[config.mk]
export PLATFORM = sky130hd
export DESIGN_NAME = axil_cmd_master_flat
export DESIGN_NICKNAME = d
export VERILOG_FILES = /design/src/rtl/axil_cmd_master_pkg.sv /design/src/rtl/axil_cmd_master_if.sv /design/src/rtl/axil_cmd_master_timer.sv /design/src/rtl/axil_cmd_master.sv /design/src/flat_wrapper.sv
export SDC_FILE = /design/constraint.sdc
export NUM_CORES = 1
export LEC_CHECK = 0
export BUFFER_PORTS_ARGS = -buffer_cell sky130_fd_sc_hd__buf_2
export CAP_MARGIN = 10
export CELL_PAD_IN_SITES_DETAIL_PLACEMENT = 1
export CELL_PAD_IN_SITES_GLOBAL_PLACEMENT = 2
export CORE_ASPECT_RATIO = 1.5
export CORE_MARGIN = 3
export CORE_UTILIZATION = 28
export DETAILED_ROUTE_END_ITERATION = 8
export PLACE_DENSITY_LB_ADDON = 0.1
export SYNTH_ARGS = -nofsm -noshare
export SYNTH_HDL_FRONTEND = slang
export SYNTH_HIERARCHICAL = 1
export SYNTH_SLANG_ARGS = --single-unit
export TNS_END_PERCENT = 1
[constraint.sdc]
create_clock -name clk -period 10.77 [get_ports clk]
set_input_delay 1.6155 -clock clk [delete_from_list [all_inputs] [get_ports clk]]
set_output_delay 1.6155 -clock clk [all_outputs]
set_load 0.03 [all_outputs]
[src/rtl/axil_cmd_master_pkg.sv]
// Shared types and constants for the AXI4-Lite command master.
package axil_pkg;

  // Controller states: one command in flight at a time.
  typedef enum logic [2:0] {
    IDLE,
    WR_REQ,
    WR_RESP,
    RD_REQ,
    RD_DATA,
    RSP
  } state_t;

  // AXI response codes.
  typedef logic [1:0] resp_t;
  localparam resp_t OKAY   = 2'b00;
  localparam resp_t SLVERR = 2'b10;
  localparam resp_t DECERR = 2'b11;

  // Default per-phase wait limit and the width of the phase counter.
  localparam int DEFAULT_TIMEOUT_CYCLES = 256;
  localparam int PHASE_CNT_WIDTH        = 16;

endpackage

[src/rtl/axil_cmd_master_if.sv]
// AXI4-Lite bus bundle between the command master and a slave.
interface Bus2Master_intf
  import axil_pkg::*;
#(
  parameter int ADDR_WIDTH = 32,
  parameter int DATA_WIDTH = 32
);
  logic [ADDR_WIDTH-1:0]   awaddr;
  logic [2:0]              awprot;
  logic                    awvalid;
  logic                    awready;

  logic [DATA_WIDTH-1:0]   wdata;
  logic [DATA_WIDTH/8-1:0] wstrb;
  logic                    wvalid;
  logic                    wready;

  resp_t                   bresp;
  logic                    bvalid;
  logic                    bready;

  logic [ADDR_WIDTH-1:0]   araddr;
  logic [2:0]              arprot;
  logic                    arvalid;
  logic                    arready;

  logic [DATA_WIDTH-1:0]   rdata;
  resp_t                   rresp;
  logic                    rvalid;
  logic                    rready;

  modport master_ports (
    output awaddr, awprot, awvalid,
    input  awready,
    output wdata, wstrb, wvalid,
    input  wready,
    input  bresp, bvalid,
    output bready,
    output araddr, arprot, arvalid,
    input  arready,
    input  rdata, rresp, rvalid,
    output rready
  );

  modport slave_ports (
    input  awaddr, awprot, awvalid,
    output awready,
    input  wdata, wstrb, wvalid,
    output wready,
    output bresp, bvalid,
    input  bready,
    input  araddr, arprot, arvalid,
    output arready,
    output rdata, rresp, rvalid,
    input  rready
  );

endinterface

[src/rtl/axil_cmd_master_timer.sv]
// Phase timer: counts cycles spent in the current bus phase and flags
// when the wait limit has been reached. Saturates so expiry stays asserted.
module axil_phase_timer
  import axil_pkg::*;
#(
  parameter int TIMEOUT_CYCLES = DEFAULT_TIMEOUT_CYCLES
) (
  input  logic clk,
  input  logic rst,
  input  logic restart,
  output logic expire
);

  localparam logic [PHASE_CNT_WIDTH-1:0] LIMIT = PHASE_CNT_WIDTH'(TIMEOUT_CYCLES - 1);

  logic [PHASE_CNT_WIDTH-1:0] count;

  // Clear on every state entry, otherwise count up and hold at the maximum.
  always_ff @(posedge clk or posedge rst) begin
    if (rst) begin
      count <= '0;
    end else if (restart) begin
      count <= '0;
    end else if (count != '1) begin
      count <= count + 1'b1;
    end
  end

  assign expire = (count >= LIMIT);

endmodule

[src/rtl/axil_cmd_master.sv]
// AXI4-Lite command master: accepts one read or write command, runs it on
// the bus with a per-phase timeout, and returns a single response.
module axil_cmd_master
  import axil_pkg::*;
#(
  parameter int ADDR_WIDTH     = 32,
  parameter int DATA_WIDTH     = 32,
  parameter int TIMEOUT_CYCLES = DEFAULT_TIMEOUT_CYCLES
) (
  input  logic                    clk,
  input  logic                    rst,
  input  logic                    req_valid,
  output logic                    req_ready,
  input  logic                    req_write,
  input  logic [ADDR_WIDTH-1:0]   req_addr,
  input  logic [DATA_WIDTH-1:0]   req_wdata,
  input  logic [DATA_WIDTH/8-1:0] req_wstrb,
  output logic                    rsp_valid,
  input  logic                    rsp_ready,
  output logic [DATA_WIDTH-1:0]   rsp_rdata,
  output logic [1:0]              rsp_resp,
  output logic                    rsp_timeout,
  Bus2Master_intf.master_ports    MAXI
);

  state_t state, state_next;

  logic ready_q;
  logic aw_done, aw_done_next;
  logic w_done, w_done_next;
  logic awvalid_q, awvalid_next;
  logic wvalid_q, wvalid_next;
  logic arvalid_q, arvalid_next;
  logic [ADDR_WIDTH-1:0]   addr_q, addr_next;
  logic [DATA_WIDTH-1:0]   wdata_q, wdata_next;
  logic [DATA_WIDTH/8-1:0] wstrb_q, wstrb_next;
  logic [DATA_WIDTH-1:0]   rdata_q, rdata_next;
  resp_t                   resp_q, resp_next;
  logic                    timeout_q, timeout_next;

  logic aw_hs, w_hs, ar_hs, expire, restart;

  assign aw_hs   = awvalid_q && MAXI.awready;
  assign w_hs    = wvalid_q && MAXI.wready;
  assign ar_hs   = arvalid_q && MAXI.arready;
  assign restart = (state_next != state);

  axil_phase_timer #(
    .TIMEOUT_CYCLES(TIMEOUT_CYCLES)
  ) u_phase_timer (
    .clk    (clk),
    .rst    (rst),
    .restart(restart),
    .expire (expire)
  );

  // Next-state and next-register logic; a handshake always beats expiry.
  always_comb begin
    state_next   = state;
    aw_done_next = aw_done;
    w_done_next  = w_done;
    awvalid_next = awvalid_q;
    wvalid_next  = wvalid_q;
    arvalid_next = arvalid_q;
    addr_next    = addr_q;
    wdata_next   = wdata_q;
    wstrb_next   = wstrb_q;
    rdata_next   = rdata_q;
    resp_next    = resp_q;
    timeout_next = timeout_q;

    case (state)
      IDLE: begin
        if (req_valid && ready_q) begin
          addr_next    = req_addr;
          wdata_next   = req_wdata;
          wstrb_next   = req_wstrb;
          rdata_next   = '0;
          resp_next    = OKAY;
          timeout_next = 1'b0;
          if (req_write) begin
            state_next   = WR_REQ;
            awvalid_next = 1'b1;
            wvalid_next  = 1'b1;
            aw_done_next = 1'b0;
            w_done_next  = 1'b0;
          end else begin
            state_next   = RD_REQ;
            arvalid_next = 1'b1;
          end
        end
      end

      WR_REQ: begin
        if (aw_done && w_done) begin
          state_next = WR_RESP;
        end else if (!aw_hs && !w_hs && expire) begin
          state_next   = RSP;
          awvalid_next = 1'b0;
          wvalid_next  = 1'b0;
          timeout_next = 1'b1;
          resp_next    = SLVERR;
        end else begin
          if (aw_hs) begin
            awvalid_next = 1'b0;
            aw_done_next = 1'b1;
          end
          if (w_hs) begin
            wvalid_next = 1'b0;
            w_done_next = 1'b1;
          end
        end
      end

      WR_RESP: begin
        if (MAXI.bvalid) begin
          state_next = RSP;
          resp_next  = MAXI.bresp;
        end else if (expire) begin
          state_next   = RSP;
          timeout_next = 1'b1;
          resp_next    = SLVERR;
        end
      end

      RD_REQ: begin
        if (ar_hs) begin
          state_next   = RD_DATA;
          arvalid_next = 1'b0;
        end else if (expire) begin
          state_next   = RSP;
          arvalid_next = 1'b0;
          timeout_next = 1'b1;
          resp_next    = SLVERR;
        end
      end

      RD_DATA: begin
        if (MAXI.rvalid) begin
          state_next = RSP;
          rdata_next = MAXI.rdata;
          resp_next  = MAXI.rresp;
        end else if (expire) begin
          state_next   = RSP;
          timeout_next = 1'b1;
          resp_next    = SLVERR;
        end
      end

      RSP: begin
        if (rsp_ready) begin
          state_next = IDLE;
        end
      end

      default: begin
        state_next = IDLE;
      end
    endcase
  end

  // State register; reset forces IDLE immediately.
  always_ff @(posedge clk or posedge rst) begin
    if (rst) begin
      state <= IDLE;
    end else begin
      state <= state_next;
    end
  end

  // Command, bus-drive and response registers; all cleared while in reset.
  always_ff @(posedge clk or posedge rst) begin
    if (rst) begin
      ready_q   <= 1'b0;
      aw_done   <= 1'b0;
      w_done    <= 1'b0;
      awvalid_q <= 1'b0;
      wvalid_q  <= 1'b0;
      arvalid_q <= 1'b0;
      addr_q    <= '0;
      wdata_q   <= '0;
      wstrb_q   <= '0;
      rdata_q   <= '0;
      resp_q    <= OKAY;
      timeout_q <= 1'b0;
    end else begin
      ready_q   <= (state_next == IDLE);
      aw_done   <= aw_done_next;
      w_done    <= w_done_next;
      awvalid_q <= awvalid_next;
      wvalid_q  <= wvalid_next;
      arvalid_q <= arvalid_next;
      addr_q    <= addr_next;
      wdata_q   <= wdata_next;
      wstrb_q   <= wstrb_next;
      rdata_q   <= rdata_next;
      resp_q    <= resp_next;
      timeout_q <= timeout_next;
    end
  end

  assign req_ready   = ready_q;
  assign rsp_valid   = (state == RSP);
  assign rsp_rdata   = rdata_q;
  assign rsp_resp    = resp_q;
  assign rsp_timeout = timeout_q;

  assign MAXI.awaddr  = addr_q;
  assign MAXI.awprot  = 3'b000;
  assign MAXI.awvalid = awvalid_q;
  assign MAXI.wdata   = wdata_q;
  assign MAXI.wstrb   = wstrb_q;
  assign MAXI.wvalid  = wvalid_q;
  assign MAXI.bready  = (state == WR_RESP);
  assign MAXI.araddr  = addr_q;
  assign MAXI.arprot  = 3'b000;
  assign MAXI.arvalid = arvalid_q;
  assign MAXI.rready  = (state == RD_DATA);

endmodule

[src/flat_wrapper.sv]
// flat-port wrapper written by rule: the top's interface ports become plain ports
module axil_cmd_master_flat import axil_pkg::*;
#(
  parameter int ADDR_WIDTH     = 32,
  parameter int DATA_WIDTH     = 32,
  parameter int TIMEOUT_CYCLES = DEFAULT_TIMEOUT_CYCLES
)
  (clk, rst, req_valid, req_ready, req_write, req_addr, req_wdata, req_wstrb, rsp_valid, rsp_ready, rsp_rdata, rsp_resp, rsp_timeout, MAXI_awaddr, MAXI_awprot, MAXI_awvalid, MAXI_awready, MAXI_wdata, MAXI_wstrb, MAXI_wvalid, MAXI_wready, MAXI_bresp, MAXI_bvalid, MAXI_bready, MAXI_araddr, MAXI_arprot, MAXI_arvalid, MAXI_arready, MAXI_rdata, MAXI_rresp, MAXI_rvalid, MAXI_rready);
  Bus2Master_intf #(.ADDR_WIDTH(ADDR_WIDTH), .DATA_WIDTH(DATA_WIDTH)) MAXI_i ();
  input  logic clk;
  input  logic rst;
  input  logic req_valid;
  output logic req_ready;
  input  logic req_write;
  input  logic [ADDR_WIDTH-1:0] req_addr;
  input  logic [DATA_WIDTH-1:0] req_wdata;
  input  logic [DATA_WIDTH/8-1:0] req_wstrb;
  output logic rsp_valid;
  input  logic rsp_ready;
  output logic [DATA_WIDTH-1:0] rsp_rdata;
  output logic [1:0] rsp_resp;
  output logic rsp_timeout;
  output wire logic [$bits(MAXI_i.awaddr)-1:0] MAXI_awaddr;
  output wire logic [$bits(MAXI_i.awprot)-1:0] MAXI_awprot;
  output wire logic [$bits(MAXI_i.awvalid)-1:0] MAXI_awvalid;
  input wire logic [$bits(MAXI_i.awready)-1:0] MAXI_awready;
  output wire logic [$bits(MAXI_i.wdata)-1:0] MAXI_wdata;
  output wire logic [$bits(MAXI_i.wstrb)-1:0] MAXI_wstrb;
  output wire logic [$bits(MAXI_i.wvalid)-1:0] MAXI_wvalid;
  input wire logic [$bits(MAXI_i.wready)-1:0] MAXI_wready;
  input wire logic [$bits(MAXI_i.bresp)-1:0] MAXI_bresp;
  input wire logic [$bits(MAXI_i.bvalid)-1:0] MAXI_bvalid;
  output wire logic [$bits(MAXI_i.bready)-1:0] MAXI_bready;
  output wire logic [$bits(MAXI_i.araddr)-1:0] MAXI_araddr;
  output wire logic [$bits(MAXI_i.arprot)-1:0] MAXI_arprot;
  output wire logic [$bits(MAXI_i.arvalid)-1:0] MAXI_arvalid;
  input wire logic [$bits(MAXI_i.arready)-1:0] MAXI_arready;
  input wire logic [$bits(MAXI_i.rdata)-1:0] MAXI_rdata;
  input wire logic [$bits(MAXI_i.rresp)-1:0] MAXI_rresp;
  input wire logic [$bits(MAXI_i.rvalid)-1:0] MAXI_rvalid;
  output wire logic [$bits(MAXI_i.rready)-1:0] MAXI_rready;
  assign MAXI_awaddr = MAXI_i.awaddr;
  assign MAXI_awprot = MAXI_i.awprot;
  assign MAXI_awvalid = MAXI_i.awvalid;
  assign MAXI_i.awready = MAXI_awready;
  assign MAXI_wdata = MAXI_i.wdata;
  assign MAXI_wstrb = MAXI_i.wstrb;
  assign MAXI_wvalid = MAXI_i.wvalid;
  assign MAXI_i.wready = MAXI_wready;
  assign MAXI_i.bresp = MAXI_bresp;
  assign MAXI_i.bvalid = MAXI_bvalid;
  assign MAXI_bready = MAXI_i.bready;
  assign MAXI_araddr = MAXI_i.araddr;
  assign MAXI_arprot = MAXI_i.arprot;
  assign MAXI_arvalid = MAXI_i.arvalid;
  assign MAXI_i.arready = MAXI_arready;
  assign MAXI_i.rdata = MAXI_rdata;
  assign MAXI_i.rresp = MAXI_rresp;
  assign MAXI_i.rvalid = MAXI_rvalid;
  assign MAXI_rready = MAXI_i.rready;
  axil_cmd_master #(.ADDR_WIDTH(ADDR_WIDTH), .DATA_WIDTH(DATA_WIDTH), .TIMEOUT_CYCLES(TIMEOUT_CYCLES)) u_core (.clk(clk), .rst(rst), .req_valid(req_valid), .req_ready(req_ready), .req_write(req_write), .req_addr(req_addr), .req_wdata(req_wdata), .req_wstrb(req_wstrb), .rsp_valid(rsp_valid), .rsp_ready(rsp_ready), .rsp_rdata(rsp_rdata), .rsp_resp(rsp_resp), .rsp_timeout(rsp_timeout), .MAXI(MAXI_i));
endmodule
==> metrics <==
Die Wd=around 120 um; M1 WL=between 6000 and 7000 um; RSZ-0062 raised after global routing=no; CP Class=register to output pin; I/O Buffers=255; H-tree Lvls=4; Comb power frac=between 40% and 50%; CP peak stage delay=between 700 and 800 ps; Req. time, crit path=9150 ps; CTS Sinks=roughly 130; crit end category=output pin; clock buffer depth=2; gr ovfl total=0; worst hold-check path type=register to register; run status=finished, final reports clean; part of the Yosys area used for sequential elements=54.8%; share of cells above drive strength 1=34.4%; Synth cell types=62; Final Hold Viols=0; # fillers=2491; Seq pwr share=31.0%; # nets final=between 900 and 1000; via density per instance=4.54; initial antenna violation count=2; skew final=8.83 ps; Int Pwr=1.34 mW; global placement routability congestion=between 0.7 and 0.8; Post-synth EDFFs=0; IO Pins=262; Worst-Margin Slew=just under 1000 ps; met3 wire length=1280 um; antenna-violating nets left=0; Sw Pwr=1.20 mW; root buf cell=clkbuf_16; Peak VDD IR=a little under 100 uV; CP cell instances=inv_1, and2_1, buf_2; Core Area=20400 sq um; CTS tree=done; area delta synth->final=31.2%; first-pass GRT wire length=28400 um; Rows=64; Post-Syn Area=slightly below 6000 sq um; met2 wire length=9590 um; setup slack, reg-to-reg=7530 ps; Hold Buf Count CTS=0; DIE AREA=about 23000 sq um; crit-path max FO=20; P_leak=between 4 and 5 nW; PD cells=around 330 nW/um^2; largest net degree at the start of global routing=71; crit share post-route=31.9%; average wire per standard cell=15.7 um; Max Clock Freq=291 MHz; Synth Register Bits=128; Yosys Warn Count=6; CP arrival=1820 ps; Max transition margin=33.3%; TritonRoute pass-1 iters=4; switching share of power=between 40% and 50%; Die H=183 um; DR top layer=met5; # resized after CTS=0; synthesized instance count=664; post-CTS setup repair buffer count=0; predominant post-synthesis flop cell=dfrtp_1; CP Launch Type=register; HPWL after DPL=about 14000 um; DRT iter0 DRCs=approximately 200; worst skew pair latency=420 ps; Synth async-reset ratio=100%; Hold Slack=around 470 ps; via count=5245; Final Critical Period=3440 ps; gr usage total=16.1%; Clock transition at path regs=roughly 50 ps; Slowest cell on crit path=dfrtp_1; DRC=0; WL final=18100 um; endpoints failing setup=0; Final Slew Violations=0; setup tns final=0 ps; Num CTS Buffers=17; syn avg cell area=8.80 sq um; Max-cap violations=0; Clock power frac=22.4%; vias in the first global route=5481; starting density of the core=28.6%
-- power by group through the flow --
stage               Combinational [mW]  Sequential, mW  Clock, mW
floorplan                        0.594            1.09          0
global placement                  1.19           0.789          0
CTS                               1.21           0.791      0.590
global route                      1.30           0.815      0.616
detailed placement                1.21           0.798          0
finish                            1.18           0.785      0.569
-- flip-flops by register name, summed over array words and instances (netlist names) --
signal                      flops
u_core/MAXI.araddr             32
u_core/MAXI.wdata              32
u_core/rsp_rdata               32
u_core/u_phase_timer/count     16
u_core/MAXI.wstrb               4
u_core/state                    3
u_core/rsp_resp                 2
u_core/MAXI.arvalid             1
u_core/MAXI.awvalid             1
u_core/MAXI.wvalid              1
u_core/aw_done                  1
u_core/req_ready                1
u_core/rsp_timeout              1
u_core/w_done                   1
-- cells in the mapped netlist, types with 3 or more instances --
cell / instances / area (sq um)
a31oi_1: 5 / 31.3
nand4_2: 3 / 37.5
nor3_1: 8 / 40.0
nor2_1: 18 / 67.6
o21ai_0: 41 / 205
buf_4: 39 / 293
nor2b_1: 5 / 31.3
o21bai_1: 3 / 22.5
nor4_1: 4 / 25.0
or3_1: 4 / 25.0
nand3_1: 10 / 50.1
buf_2: 16 / 80.1
dfrtp_1: 128 / 3200
clkbuf_1: 15 / 56.3
inv_1: 8 / 30.0
mux2_1: 3 / 33.8
nand3b_1: 3 / 22.5
nand2_1: 284 / 1070
nand2b_1: 3 / 18.8
a21oi_1: 10 / 50.1
-- through the flow --
step | utilization, % | power [mW] | cell area [sq um] | setup WS, ps | instances
5_1_grt | 37.5 | 2.73 | 7660 | 7190 | 1154
2_1_floorplan | - | 1.68 | 5860 | 6200 | 669
3_3_place_gp | 34.7 | 1.98 | 7080 | 7310 | 1122
4_1_cts | 37.5 | 2.59 | 7660 | 7290 | 1154
6_report | 37.5 | 2.54 | 7660 | 7330 | 1155
3_5_place_dp | 34.7 | 2.00 | 7080 | 7220 | 1122
-- cell type report --
class	count	area [sq um]	share of cell area [%]
repair buffers	261	1320	17.2
multi-input cells	461	2200	28.6
well taps	264	330	4.31
inverters	8	32.5	0.424
diodes	1	2.50	0.0326
flip-flops and latches	128	3200	41.8
clock inverters	12	143	1.86
clock buffers	20	437	5.70
-- cells by family (layout without fill, tap and decap cells) --
kind of cell | Yosys count | after routing | synth area share [%]
xor gates and xnor gates | 3 | 3 | 0.450
muxes | 4 | 4 | 0.750
AOI/OAI and AO/OA | 82 | 82 | 8.65
and+or+nand+nor | 365 | 365 | 26.9
adders and majority gates | 1 | 1 | 0.214
DFF | 128 | 128 | 54.8
buffers and inverters | 80 | 301 | 8.12
other | 1 | 7 | 0.0642
-- placed cells by master (no fill, tap or decap), types with 4 or more instances in the layout --
cell type | netlist | routed
conb_1 | 1 | 6
or3_1 | 4 | 4
nand3_1 | 10 | 9
a21oi_1 | 10 | 10
o21ai_0 | 41 | 41
nor2b_1 | 5 | 4
a31oi_1 | 5 | 5
buf_2 | 16 | 255
nand2_1 | 284 | 284
inv_1 | 8 | 7
clkinv_2 | 0 | 6
dfrtp_1 | 128 | 128
buf_4 | 39 | 6
nor4_1 | 4 | 4
clkbuf_16 | 0 | 17
nor3_1 | 8 | 8
nor2_1 | 18 | 18
-- routing by layer --
metal  track usage, %  vias to the layer above
met4             5.79                        2
met5                0                        -
li1                 -                     2548
met1             17.4                     2503
met3             4.88                       25
met2             29.2                      167
-- final timing paths --
check | endpoint | cells past startpoint | from
max in group asynchronous | u_core/MAXI.araddr[27] | 3 | rst
hold reg to reg | u_core/MAXI.wdata[22] | 2 | u_core/MAXI.wdata[22]
setup / recovery | MAXI_bready | 3 | u_core/state[0]
hold / removal | u_core/MAXI.wdata[22] | 2 | u_core/MAXI.wdata[22]
setup reg to reg | u_core/u_phase_timer/count[13] | 10 | u_core/u_phase_timer/count[0]
min in group asynchronous | u_core/u_phase_timer/count[8] | 2 | rst
-- critical path, delay by kind of cell, from the launching register on --
family / cells / cell delay (ps)
and+or+nand+nor: 1 / 220
buffers and inverters: 2 / 450
DFF: 1 / 730
Note: power is estimated with default switching activity, not from simulation.
